**config.mk**
```make
export PLATFORM = sky130hd
export DESIGN_NAME = uart_bus_master_flat
export DESIGN_NICKNAME = d
export VERILOG_FILES = /design/src/rtl/uart_bus_pkg.sv /design/src/rtl/uart_bus_master_if.sv /design/src/rtl/phi2_gen.sv /design/src/rtl/uart_bus_master.sv /design/src/flat_wrapper.sv
export SDC_FILE = /design/constraint.sdc
export NUM_CORES = 1
export LEC_CHECK = 0
export CORE_ASPECT_RATIO = 0.5
export CORE_UTILIZATION = 55
export CTS_CLUSTER_DIAMETER = 40
export DETAILED_ROUTE_END_ITERATION = 7
export PLACE_DENSITY = 0.83
export SYNTH_ARGS = -nofsm -noshare
export SYNTH_HDL_FRONTEND = slang
export SYNTH_SLANG_ARGS = --single-unit
```
**constraint.sdc**
```tcl
create_clock -name clk -period 3.4 [get_ports clk]
set_input_delay 0.34 -clock clk [delete_from_list [all_inputs] [get_ports clk]]
set_output_delay 0.34 -clock clk [all_outputs]
set_load 0.01 [all_outputs]
```
**src/rtl/uart_bus_pkg.sv**
```systemverilog
// Shared definitions for the 6502-style UART bus initiator.
package uart_bus_pkg;

  typedef logic [1:0] op_t;

  // Command op codes
  localparam op_t OP_RD  = 2'b00;
  localparam op_t OP_WR  = 2'b01;
  localparam op_t OP_PUT = 2'b10;
  localparam op_t OP_GET = 2'b11;

  // Peripheral register map
  localparam logic [1:0] REG_STATUS = 2'd0;
  localparam logic [1:0] REG_RXDATA = 2'd1;
  localparam logic [1:0] REG_TXDATA = 2'd2;

  // Status register bits
  localparam int unsigned ST_TX_FULL  = 0;
  localparam int unsigned ST_RX_EMPTY = 1;

  // FSM state encoding
  localparam logic [2:0] StIdle     = 3'd0;
  localparam logic [2:0] StWaitEdge = 3'd1;
  localparam logic [2:0] StPoll     = 3'd2;
  localparam logic [2:0] StXfer     = 3'd3;
  localparam logic [2:0] StResp     = 3'd4;

  // Status bit that blocks the transfer: tx_full for PUT, rx_empty for GET.
  function automatic logic [2:0] poll_bit(op_t op);
    return (op == OP_PUT) ? 3'(ST_TX_FULL) : 3'(ST_RX_EMPTY);
  endfunction

endpackage

```
**src/rtl/uart_bus_master_if.sv**
```systemverilog
// Command/response handshake plus peripheral bus pins of the UART bus initiator.
interface uart_bus_master_if;
  import uart_bus_pkg::*;

  // Peripheral bus
  logic       phi2;
  logic       ncs;
  logic       rwb;
  logic [1:0] addr;
  logic [7:0] data_out;
  logic       data_oe;
  logic [7:0] data_in;

  // Command / response
  logic       cmd_valid;
  logic       cmd_ready;
  op_t        cmd_op;
  logic [1:0] cmd_addr;
  logic [7:0] cmd_wdata;
  logic       rsp_valid;
  logic [7:0] rsp_rdata;
  logic       rsp_err;

  modport master (
    output phi2, ncs, rwb, addr, data_out, data_oe, cmd_ready, rsp_valid, rsp_rdata, rsp_err,
    input  data_in, cmd_valid, cmd_op, cmd_addr, cmd_wdata
  );

  modport slave (
    input  phi2, ncs, rwb, addr, data_out, data_oe, cmd_ready, rsp_valid, rsp_rdata, rsp_err,
    output data_in, cmd_valid, cmd_op, cmd_addr, cmd_wdata
  );

endinterface

```
**src/rtl/phi2_gen.sv**
```systemverilog
// Free-running phi2 generator: PHI2_HALF fabric clocks per half-period, low phase after reset.
module phi2_gen #(
  parameter int unsigned PHI2_HALF = 8
) (
  input  logic clk,
  input  logic reset,
  output logic phi2,
  output logic fall,
  output logic sample
);

  localparam int unsigned CntW = $clog2(PHI2_HALF);
  localparam logic [CntW-1:0] CntLast = CntW'(PHI2_HALF - 1);

  logic [CntW-1:0] cnt_q, cnt_d;
  logic            phi2_q, phi2_d;
  logic            wrap;

  // Phase counter wraps at PHI2_HALF-1 and toggles phi2.
  always_comb begin
    wrap   = (cnt_q == CntLast);
    cnt_d  = wrap ? '0 : cnt_q + CntW'(1);
    phi2_d = wrap ? ~phi2_q : phi2_q;
  end

  // Counter and phase registers.
  always_ff @(posedge clk or posedge reset) begin
    if (reset) begin
      cnt_q  <= '0;
      phi2_q <= 1'b0;
    end else begin
      cnt_q  <= cnt_d;
      phi2_q <= phi2_d;
    end
  end

  // The last high-phase clock both samples read data and launches the falling edge.
  assign phi2   = phi2_q;
  assign fall   = wrap & phi2_q;
  assign sample = wrap & phi2_q;

endmodule

```
**src/rtl/uart_bus_master.sv**
```systemverilog
// Turns single-word commands into phi2 bus cycles; PUT/GET poll status before moving data.
module uart_bus_master
  import uart_bus_pkg::*;
#(
  parameter int unsigned PHI2_HALF = 8,
  parameter int unsigned MAX_POLLS = 255
) (
  input logic               clk,
  input logic               reset,
  uart_bus_master_if.master bus_io
);

  logic phi2, fall, sample;

  phi2_gen #(
    .PHI2_HALF(PHI2_HALF)
  ) u_phi2_gen (
    .clk   (clk),
    .reset (reset),
    .phi2  (phi2),
    .fall  (fall),
    .sample(sample)
  );

  logic [2:0] state_q, state_d;
  op_t        op_q, op_d;
  logic [1:0] caddr_q, caddr_d;
  logic [7:0] wdata_q, wdata_d;
  logic [7:0] poll_cnt_q, poll_cnt_d;
  logic       ncs_q, ncs_d;
  logic       rwb_q, rwb_d;
  logic [1:0] addr_q, addr_d;
  logic [7:0] data_out_q, data_out_d;
  logic       data_oe_q, data_oe_d;
  logic       cmd_ready_q, cmd_ready_d;
  logic       rsp_valid_q, rsp_valid_d;
  logic [7:0] rsp_rdata_q, rsp_rdata_d;
  logic       rsp_err_q, rsp_err_d;

  logic       xfer_rd;
  logic [1:0] xfer_addr;
  logic [8:0] poll_inc;
  logic       poll_busy;
  logic       start_xfer, finish;

  // Decode the data transfer cycle and the polled status bit from the latched command.
  always_comb begin
    xfer_rd = (op_q == OP_RD) || (op_q == OP_GET);
    case (op_q)
      OP_PUT:  xfer_addr = REG_TXDATA;
      OP_GET:  xfer_addr = REG_RXDATA;
      default: xfer_addr = caddr_q;
    endcase
    poll_inc  = {1'b0, poll_cnt_q} + 9'd1;
    poll_busy = bus_io.data_in[poll_bit(op_q)];
  end

  // Next-state logic: bus pins only change on the fall strobe that ends a cycle.
  always_comb begin
    state_d     = state_q;
    op_d        = op_q;
    caddr_d     = caddr_q;
    wdata_d     = wdata_q;
    poll_cnt_d  = poll_cnt_q;
    ncs_d       = ncs_q;
    rwb_d       = rwb_q;
    addr_d      = addr_q;
    data_out_d  = data_out_q;
    data_oe_d   = data_oe_q;
    cmd_ready_d = cmd_ready_q;
    rsp_valid_d = 1'b0;
    rsp_rdata_d = rsp_rdata_q;
    rsp_err_d   = rsp_err_q;
    start_xfer  = 1'b0;
    finish      = 1'b0;

    case (state_q)
      StIdle: begin
        if (bus_io.cmd_valid && cmd_ready_q) begin
          op_d        = bus_io.cmd_op;
          caddr_d     = bus_io.cmd_addr;
          wdata_d     = bus_io.cmd_wdata;
          poll_cnt_d  = '0;
          cmd_ready_d = 1'b0;
          state_d     = StWaitEdge;
        end
      end
      StWaitEdge: begin
        if (fall) begin
          if (op_q == OP_PUT || op_q == OP_GET) begin
            state_d   = StPoll;
            ncs_d     = 1'b0;
            rwb_d     = 1'b1;
            addr_d    = REG_STATUS;
            data_oe_d = 1'b0;
          end else begin
            start_xfer = 1'b1;
          end
        end
      end
      StPoll: begin
        // sample coincides with the fall strobe, so the next cycle is set up on this edge
        if (sample) begin
          if (!poll_busy) begin
            start_xfer = 1'b1;
          end else begin
            poll_cnt_d = poll_inc[7:0];
            if (poll_inc == 9'(MAX_POLLS)) begin
              finish      = 1'b1;
              rsp_err_d   = 1'b1;
              rsp_rdata_d = 8'h00;
            end
          end
        end
      end
      StXfer: begin
        if (sample) begin
          finish      = 1'b1;
          rsp_err_d   = 1'b0;
          rsp_rdata_d = rwb_q ? bus_io.data_in : 8'h00;
        end
      end
      StResp: begin
        state_d     = StIdle;
        cmd_ready_d = 1'b1;
      end
      default: state_d = StIdle;
    endcase

    if (start_xfer) begin
      state_d   = StXfer;
      ncs_d     = 1'b0;
      rwb_d     = xfer_rd;
      addr_d    = xfer_addr;
      data_oe_d = !xfer_rd;
      if (!xfer_rd) data_out_d = wdata_q;
    end

    // Bus returns to idle in the same update that raises rsp_valid.
    if (finish) begin
      state_d     = StResp;
      rsp_valid_d = 1'b1;
      ncs_d       = 1'b1;
      rwb_d       = 1'b1;
      data_oe_d   = 1'b0;
    end
  end

  // State and output registers.
  always_ff @(posedge clk or posedge reset) begin
    if (reset) begin
      state_q     <= StIdle;
      op_q        <= OP_RD;
      caddr_q     <= '0;
      wdata_q     <= '0;
      poll_cnt_q  <= '0;
      ncs_q       <= 1'b1;
      rwb_q       <= 1'b1;
      addr_q      <= '0;
      data_out_q  <= '0;
      data_oe_q   <= 1'b0;
      cmd_ready_q <= 1'b1;
      rsp_valid_q <= 1'b0;
      rsp_rdata_q <= '0;
      rsp_err_q   <= 1'b0;
    end else begin
      state_q     <= state_d;
      op_q        <= op_d;
      caddr_q     <= caddr_d;
      wdata_q     <= wdata_d;
      poll_cnt_q  <= poll_cnt_d;
      ncs_q       <= ncs_d;
      rwb_q       <= rwb_d;
      addr_q      <= addr_d;
      data_out_q  <= data_out_d;
      data_oe_q   <= data_oe_d;
      cmd_ready_q <= cmd_ready_d;
      rsp_valid_q <= rsp_valid_d;
      rsp_rdata_q <= rsp_rdata_d;
      rsp_err_q   <= rsp_err_d;
    end
  end

  assign bus_io.phi2      = phi2;
  assign bus_io.ncs       = ncs_q;
  assign bus_io.rwb       = rwb_q;
  assign bus_io.addr      = addr_q;
  assign bus_io.data_out  = data_out_q;
  assign bus_io.data_oe   = data_oe_q;
  assign bus_io.cmd_ready = cmd_ready_q;
  assign bus_io.rsp_valid = rsp_valid_q;
  assign bus_io.rsp_rdata = rsp_rdata_q;
  assign bus_io.rsp_err   = rsp_err_q;

endmodule

```
**src/flat_wrapper.sv**
```systemverilog
// flat-port wrapper written by rule: the top's interface ports become plain ports
module uart_bus_master_flat import uart_bus_pkg::*;
#(
  parameter int unsigned PHI2_HALF = 8,
  parameter int unsigned MAX_POLLS = 255
)
  (clk, reset, bus_io_phi2, bus_io_ncs, bus_io_rwb, bus_io_addr, bus_io_data_out, bus_io_data_oe, bus_io_cmd_ready, bus_io_rsp_valid, bus_io_rsp_rdata, bus_io_rsp_err, bus_io_data_in, bus_io_cmd_valid, bus_io_cmd_op, bus_io_cmd_addr, bus_io_cmd_wdata);
  uart_bus_master_if bus_io_i ();
  input logic clk;
  input logic reset;
  output wire logic [$bits(bus_io_i.phi2)-1:0] bus_io_phi2;
  output wire logic [$bits(bus_io_i.ncs)-1:0] bus_io_ncs;
  output wire logic [$bits(bus_io_i.rwb)-1:0] bus_io_rwb;
  output wire logic [$bits(bus_io_i.addr)-1:0] bus_io_addr;
  output wire logic [$bits(bus_io_i.data_out)-1:0] bus_io_data_out;
  output wire logic [$bits(bus_io_i.data_oe)-1:0] bus_io_data_oe;
  output wire logic [$bits(bus_io_i.cmd_ready)-1:0] bus_io_cmd_ready;
  output wire logic [$bits(bus_io_i.rsp_valid)-1:0] bus_io_rsp_valid;
  output wire logic [$bits(bus_io_i.rsp_rdata)-1:0] bus_io_rsp_rdata;
  output wire logic [$bits(bus_io_i.rsp_err)-1:0] bus_io_rsp_err;
  input wire logic [$bits(bus_io_i.data_in)-1:0] bus_io_data_in;
  input wire logic [$bits(bus_io_i.cmd_valid)-1:0] bus_io_cmd_valid;
  input wire logic [$bits(bus_io_i.cmd_op)-1:0] bus_io_cmd_op;
  input wire logic [$bits(bus_io_i.cmd_addr)-1:0] bus_io_cmd_addr;
  input wire logic [$bits(bus_io_i.cmd_wdata)-1:0] bus_io_cmd_wdata;
  assign bus_io_phi2 = bus_io_i.phi2;
  assign bus_io_ncs = bus_io_i.ncs;
  assign bus_io_rwb = bus_io_i.rwb;
  assign bus_io_addr = bus_io_i.addr;
  assign bus_io_data_out = bus_io_i.data_out;
  assign bus_io_data_oe = bus_io_i.data_oe;
  assign bus_io_cmd_ready = bus_io_i.cmd_ready;
  assign bus_io_rsp_valid = bus_io_i.rsp_valid;
  assign bus_io_rsp_rdata = bus_io_i.rsp_rdata;
  assign bus_io_rsp_err = bus_io_i.rsp_err;
  assign bus_io_i.data_in = bus_io_data_in;
  assign bus_io_i.cmd_valid = bus_io_cmd_valid;
  assign bus_io_i.cmd_op = bus_io_cmd_op;
  assign bus_io_i.cmd_addr = bus_io_cmd_addr;
  assign bus_io_i.cmd_wdata = bus_io_cmd_wdata;
  uart_bus_master #(.PHI2_HALF(PHI2_HALF), .MAX_POLLS(MAX_POLLS)) u_core (.clk(clk), .reset(reset), .bus_io(bus_io_i));
endmodule
```
### After elaboration in Yosys (flattened, before gate mapping)

Index checks and enable logic that the tools add are counted.

| word-level totals | value |
|---|---|
| input bits | 23 |
| register bits after elaboration | 51 |
| output and inout port bits | 25 |
| word-level logic and storage cells | 118 |

| operators by class | value |
|---|---|
| magnitude comparators | 1 |
| muxes and demuxes | 55 |
| reductions and logical operators | 24 |
| bitwise gates (word level) | 3 |
| $add $sub $neg | 2 |
| eq/ne operators | 17 |

Operator list:

| operator | number |
|---|---|
| 8-bit 2-to-1 mux | 8 |
| 8-bit case mux with 2 select lines | 2 |
| 1-bit 2-to-1 mux | 28 |
| 3-bit 2-to-1 mux | 6 |
| 4-bit by 1-bit inequality test with 1-bit output, second input constant | 3 |
| 2-bit nonzero test | 6 |
| 2-bit by 1-bit inequality test with 1-bit output, second input constant | 5 |
| 8-bit by 1-bit adder with 9-bit output, second input constant | 1 |
| 9-bit by 8-bit equality test with 1-bit output, second input constant | 1 |
| 3-bit case mux with 3 select lines | 1 |
| 3-bit nonzero test | 3 |
| 2-bit 2-to-1 mux | 4 |
| 1-bit case mux with 2 select lines | 4 |
| 4-bit AND reduction | 2 |
| 3-bit by 2-bit equality test with 1-bit output, second input constant | 2 |
| 3-bit equality test, second input constant | 2 |
| 2-bit AND reduction | 3 |
| 3-bit AND reduction | 2 |
| 5-bit AND reduction | 1 |
| 2-bit equality test, second input constant | 2 |
| 3-bit by 4-bit less-than comparator with 1-bit output, second input constant | 1 |
| 2-bit case mux with 2 select lines | 1 |
| 3-bit by 1-bit adder with 3-bit output, second input constant | 1 |
| 1-bit binary-select mux with 3-bit select | 1 |
| 10 further kinds | 12 |

### Logic depth before layout (Yosys ltp)

| depth | value |
|---|---|
| word-level depth | 9 |
| gate-level depth with buffers | 9 |
| mapped depth without buffers | 7 |

### Modules after synthesis

From an unflattened synthesis, not the netlist that was laid out.

| second synthesis, totals | value |
|---|---|
| cells, all modules | 210 |
| area total of the unflattened synthesis | 2387.3 µm² |

Modules (own cells, without submodules):

| module | cells an instance | seq. area each (µm²) | times used | area an instance (µm²) |
|---|---|---|---|---|
| uart_bus_master | 199 | 1179.9 | 1 | 2230.9 |
| phi2_gen | 11 | 100.1 | 1 | 156.4 |

### Worst setup path before layout

No wires, ideal clock.

| path | value |
|---|---|
| path type | register -> register |
| start point | register u_core.op_q[0] |
| end point | register u_core.data_out_q[0] (netlist: u_core.bus_io.data_out[0]) |
| cell stages (with the launch flop) | 8 |
| path slack | 1358 ps |
| clock period less this slack | 2042 ps |
| data required time | 3275 ps |
| setup time | 125 ps |
| arrival time | 1917 ps |
| path buffers | 1 |
| cell sequence | dfrtp_1 > inv_1 > ha_1 > mux2i_2 > a21oi_2 > or4_1 > buf_6 > mux2_4 |

| on the way | value |
|---|---|
| word-level cells in the longest chain between the ends | 8 |
| elaborated cells on any way between the ends | 15 |
| those cells by class | eq/ne: 2; mux: 8; bitwise: 1; reduce/logical: 4 |

Ends and longest elaborated chain:

| element | line | source |
|---|---|---|
| start, declared | uart_bus_master.sv:26 | `op_t op_q, op_d;` |
| start signal, assigned | uart_bus_master.sv:168 | `op_q <= op_d;` |
| 2-bit equality test | uart_bus_pkg.sv:30, uart_bus_master.sv:90 |  |
| 1-bit 2-to-1 mux | uart_bus_pkg.sv:30 | `return (op == OP_PUT) ? 3'(ST_TX_FULL) : 3'(ST_RX_EMPTY);` |
| 1-bit binary-select mux with 3-bit select | uart_bus_master.sv:55 | `poll_busy = bus_io.data_in[poll_bit(op_q)];` |
| 1-bit 2-to-1 mux (implied by the code) | uart_bus_master.sv:55 |  |
| 1-bit 2-to-1 mux | uart_bus_master.sv:104 | `if (!poll_busy) begin` |
| 1-bit 2-to-1 mux | uart_bus_master.sv:103 | `if (sample) begin` |
| 1-bit case mux with 2 select lines | uart_bus_master.sv:77 | `case (state_q)` |
| 2-bit AND reduction (no source line) * | -- |  |
| end signal, assigned | uart_bus_master.sv:175 | `data_out_q <= data_out_d;` |
| end, declared | uart_bus_master.sv:33 | `logic [7:0] data_out_q, data_out_d;` |

Mark *: on every way between the ends. The rest lies on a longest branch, timed or not. The select of a mux whose other input is x is not followed.
A chain may end at the register's enable or synchronous reset.

### Worst setup path after layout

| path | value |
|---|---|
| start point | register u_core.op_q[0] |
| end point | register u_core.data_out_q[7] (netlist: u_core.bus_io.data_out[7]) |

The elaborated chain is that of the path after synthesis.

==> impl_metrics.yaml <==
synth:
  synthTopCellsByArea: "dfrtp_1 (51%), mux2_2 (6.2%), mux2_4 (5.1%), a22o_1 (3.7%), dfstp_2 (3.3%)"
  synth_top_area_share_pct: 50.90
  syn_area_um2: 2360
  syn_nets: 226
  synth_area_leader_cell: "dfrtp_1"
  ys_seq_area_share_pct: 54.24
  avgSynthCellArea_um2: 11.98
  yosysWarningCount: 0
  async_flop_share_pct: 100.0
  ys_types: 47
  synth_seq_cells: 51
  synth_top_flop_cell: "dfrtp_1"
  synth_edf_count: 0
  syn_inst: 197
clocking:
  cts.path.max_buffers: 2
  cts_inserted_buffers: 5
  cts_root_buffer: "clkbuf_8"
  clk_latency_ns: 0.31
  cts_max_level: 2
  postCtsSetupRepairBufs: 0
  clk_pin_slew_ns: 0.09
  cts_resized: 0
  cts_hold_buf: 0
  clock-sinks: 51
  cts_tree: "built"
global_routing:
  antenna_found_initial: 0
  grt_pass1_wl_mm: 7.914
  grt_start_max_net_pins: 52
  grt_usage_pct: 22.89
  grt_pass1_vias: 1617
  grt.overflow.total: 0
run_status:
  outcome: "complete, no violations"
floorplanning:
  start_util_pct: 58.94
  coreArea_um2: 4004
  die_h_um: 48.32
  fp.dieArea_um2: 4572
  rows: 16
  ios: 48
  die_w_um: 94.64
drt:
  vias: 1651
  drt_iter0_drc: 116
  drc: 0
  firstDrtPassIters: 4
  ant_nets: 0
  via_per_inst: 5.578
  wl_per_cell_um: 15.69
  wl_mm: 4.645
pwr:
  power.leakage_nw: 1.389
  peakVddDrop_mv: 0.2141
  power_mw: 1.065
  p_per_area_nw_per_um2: 361.7
place:
  placed_cells: 288
  dp_hpwl_mm: 3.128
  io_buffer_count: 47
  gp_congestion: 0.7401
cells_and_area:
  postLayoutCoreUtil_pct: 73.50
  num-nets-final: 270
  nFillCells: 286
  antenna_cells: 0
  instances_no_fill: 296
  drive_gt1_share_pct: 17.77
  syn_to_final_growth_pct: 24.71
sta:
  max_freq_ghz: 0.4061
  setup_viol: 0
  period_needed_ns: 2.462
  tightest_slew_ns: 1.030
  holdWs_ns: 0.4506
  slew_headroom_pct: 31.23
  fin_setup_tns_ns: 0
  fin_worst_skew_ns: 0.004878
  final.period_utilization_pct: 72.42
  rsz0062_at_grt: "false"
  maxSlewViolCount: 0
  hold_violations: 0
worst_setup_path:
  worstReg2RegEnd: "u_core.bus_io.data_out[7]"
  critPathLaunch: "u_core.op_q[0]"
  r2r_start: "u_core.op_q[0]"
  crit_required_ns: 3.60
  path_cells: "inv_1, ha_1, mux2i_2, a21oi_2, or4_1, mux2_4"
  start_kind: "flop"
  path_class: "flop to flop"
  cp-end-kind: "flop"
  r2r_slack_ns: 0.94
  cp_max_fo: 10
  cp_slowest_cell: "or4_1"
  crit_path_end: "u_core.bus_io.data_out[7]"
  max_stage_delay_ns: 0.71
  critical_path_arrival_ns: 2.66
  r2r_cells: 6
job:
  cap_violations: 0
worst_hold_path:
  hold_class: "flop to flop"
[metrics by stage]
stage / worst slack [ns] / area (um^2)
floorplan: 1.358 / 2360
global placement: 1.028 / 2839
detailed placement: 0.9498 / 2839
CTS: 0.9256 / 2943
global route: 0.7947 / 2943
finish: 0.9379 / 2943
[logic make-up (layout without fill, tap and decap cells)]
| family | after synthesis | count (layout) | share of synthesized area (%) |
|---|---|---|---|
| muxes | 22 | 22 | 11.88 |
| AOI/OAI and AO/OA | 39 | 39 | 12.46 |
| xor gates and xnor gates | 4 | 4 | 1.484 |
| and+or+nand+nor | 58 | 58 | 13.15 |
| adders and majority gates | 6 | 6 | 3.181 |
| DFF | 51 | 51 | 54.24 |
| buffers and inverters | 17 | 62 | 3.605 |
[flip-flops by register name (all words and copies together), names as in the netlist, 2 cells and up]
| register | flops |
|---|---|
| u_core.state_q | 3 |
| u_core.bus_io.addr | 2 |
| u_core.poll_cnt_q | 8 |
| u_core.op_q | 2 |
| u_core.bus_io.data_out | 8 |
| u_core.u_phi2_gen.cnt_q | 3 |
| u_core.bus_io.rsp_rdata | 8 |
| u_core.wdata_q | 8 |
| u_core.caddr_q | 2 |
[final cells by class]
class	count	area, um^2	area share, %
clock buffer	7	96.34	3.274
clock inverter	1	7.507	0.2551
inverter	7	26.28	0.8929
multi-input combinational	129	994.7	33.80
sequential	51	1280	43.50
tap	54	67.56	2.296
timing repair buffer	47	470.5	15.99
[report_power, final]
part / leakage, nW / internal (mW) / switching (mW)
combinational: 0.661 / 0.0317 / 0.0262
clock: 0.0505 / 0.185 / 0.202
sequential: 0.677 / 0.612 / 0.00796
total: 1.39 / 0.829 / 0.236
[cell usage in the layout, fill, tap and decap left out, types with 2 or more instances in the layout]
cell type | netlist | routed
o21ai_0 | 6 | 6
and2_1 | 2 | 2
clkbuf_8 | 0 | 7
nand4_1 | 2 | 2
a31oi_1 | 2 | 2
mux2_2 | 13 | 13
dfrtp_1 | 48 | 48
inv_1 | 7 | 6
nand3_1 | 6 | 6
a22o_1 | 10 | 10
nor3_1 | 2 | 2
or4_1 | 3 | 3
nor2_1 | 14 | 14
dfstp_2 | 3 | 3
mux2_4 | 8 | 8
ha_1 | 6 | 6
xor2_1 | 4 | 4
nor2b_1 | 5 | 5
nand3b_1 | 2 | 2
o21ai_2 | 2 | 2
nand2_1 | 12 | 12
clkdlybuf4s50_1 | 0 | 47
o21ai_1 | 6 | 6
a21oi_1 | 2 | 2
nand2b_1 | 2 | 2
[synth_stat cells (all sizes together) (2+ instances only)]
cell type / number
a21boi: 2
a21oi: 3
a22o: 10
a31oi: 2
and2: 3
buf: 8
clkbuf: 2
dfrtp: 48
dfstp: 3
ha: 6
inv: 7
mux2: 21
nand2: 12
nand2b: 2
nand3: 6
nand3b: 2
nand4: 2
nor2: 14
nor2b: 5
nor3: 2
o21ai: 14
or2: 2
or4: 3
xor2: 4
[how the worst min path moves through the flow]
stage | from | endpoint | slack [ns] | depth (start not counted)
5_1_grt | u_core.u_phi2_gen.cnt_q[0] | u_core.u_phi2_gen.cnt_q[0] | 0.47 | 1
6_report | u_core.u_phi2_gen.cnt_q[0] | u_core.u_phi2_gen.cnt_q[0] | 0.45 | 1
2_1_floorplan | u_core.u_phi2_gen.cnt_q[0] | u_core.u_phi2_gen.cnt_q[0] | 0.41 | 1
4_1_cts | u_core.u_phi2_gen.cnt_q[0] | u_core.u_phi2_gen.cnt_q[0] | 0.46 | 1
3_5_place_dp | u_core.u_phi2_gen.cnt_q[0] | u_core.u_phi2_gen.cnt_q[0] | 0.43 | 1
3_3_place_gp | u_core.u_phi2_gen.cnt_q[0] | u_core.u_phi2_gen.cnt_q[0] | 0.42 | 1
[routing by layer]
layer  up-vias  part of all wire (%)  global-route usage (%)
met5         -                     0                       0
met4         0                  0.95                   7.576
met3         6                   4.1                   5.503
met2        41                    49                   36.09
met1       822                    46                   31.40
li1        782                     -                       -
[worst max-delay path, delay by kind of cell (launching register included)]
kind                     cells  cell delay [ns]
adder cells (fa/ha/maj)      1             0.27
AO/OA/AOI/OAI                1             0.12
buffers and inverters        1             0.07
multiplexers                 2             0.76
flip-flops                   1             0.42
AND/OR/NAND/NOR              1             0.71
Note: power is estimated with default switching activity, not from simulation.
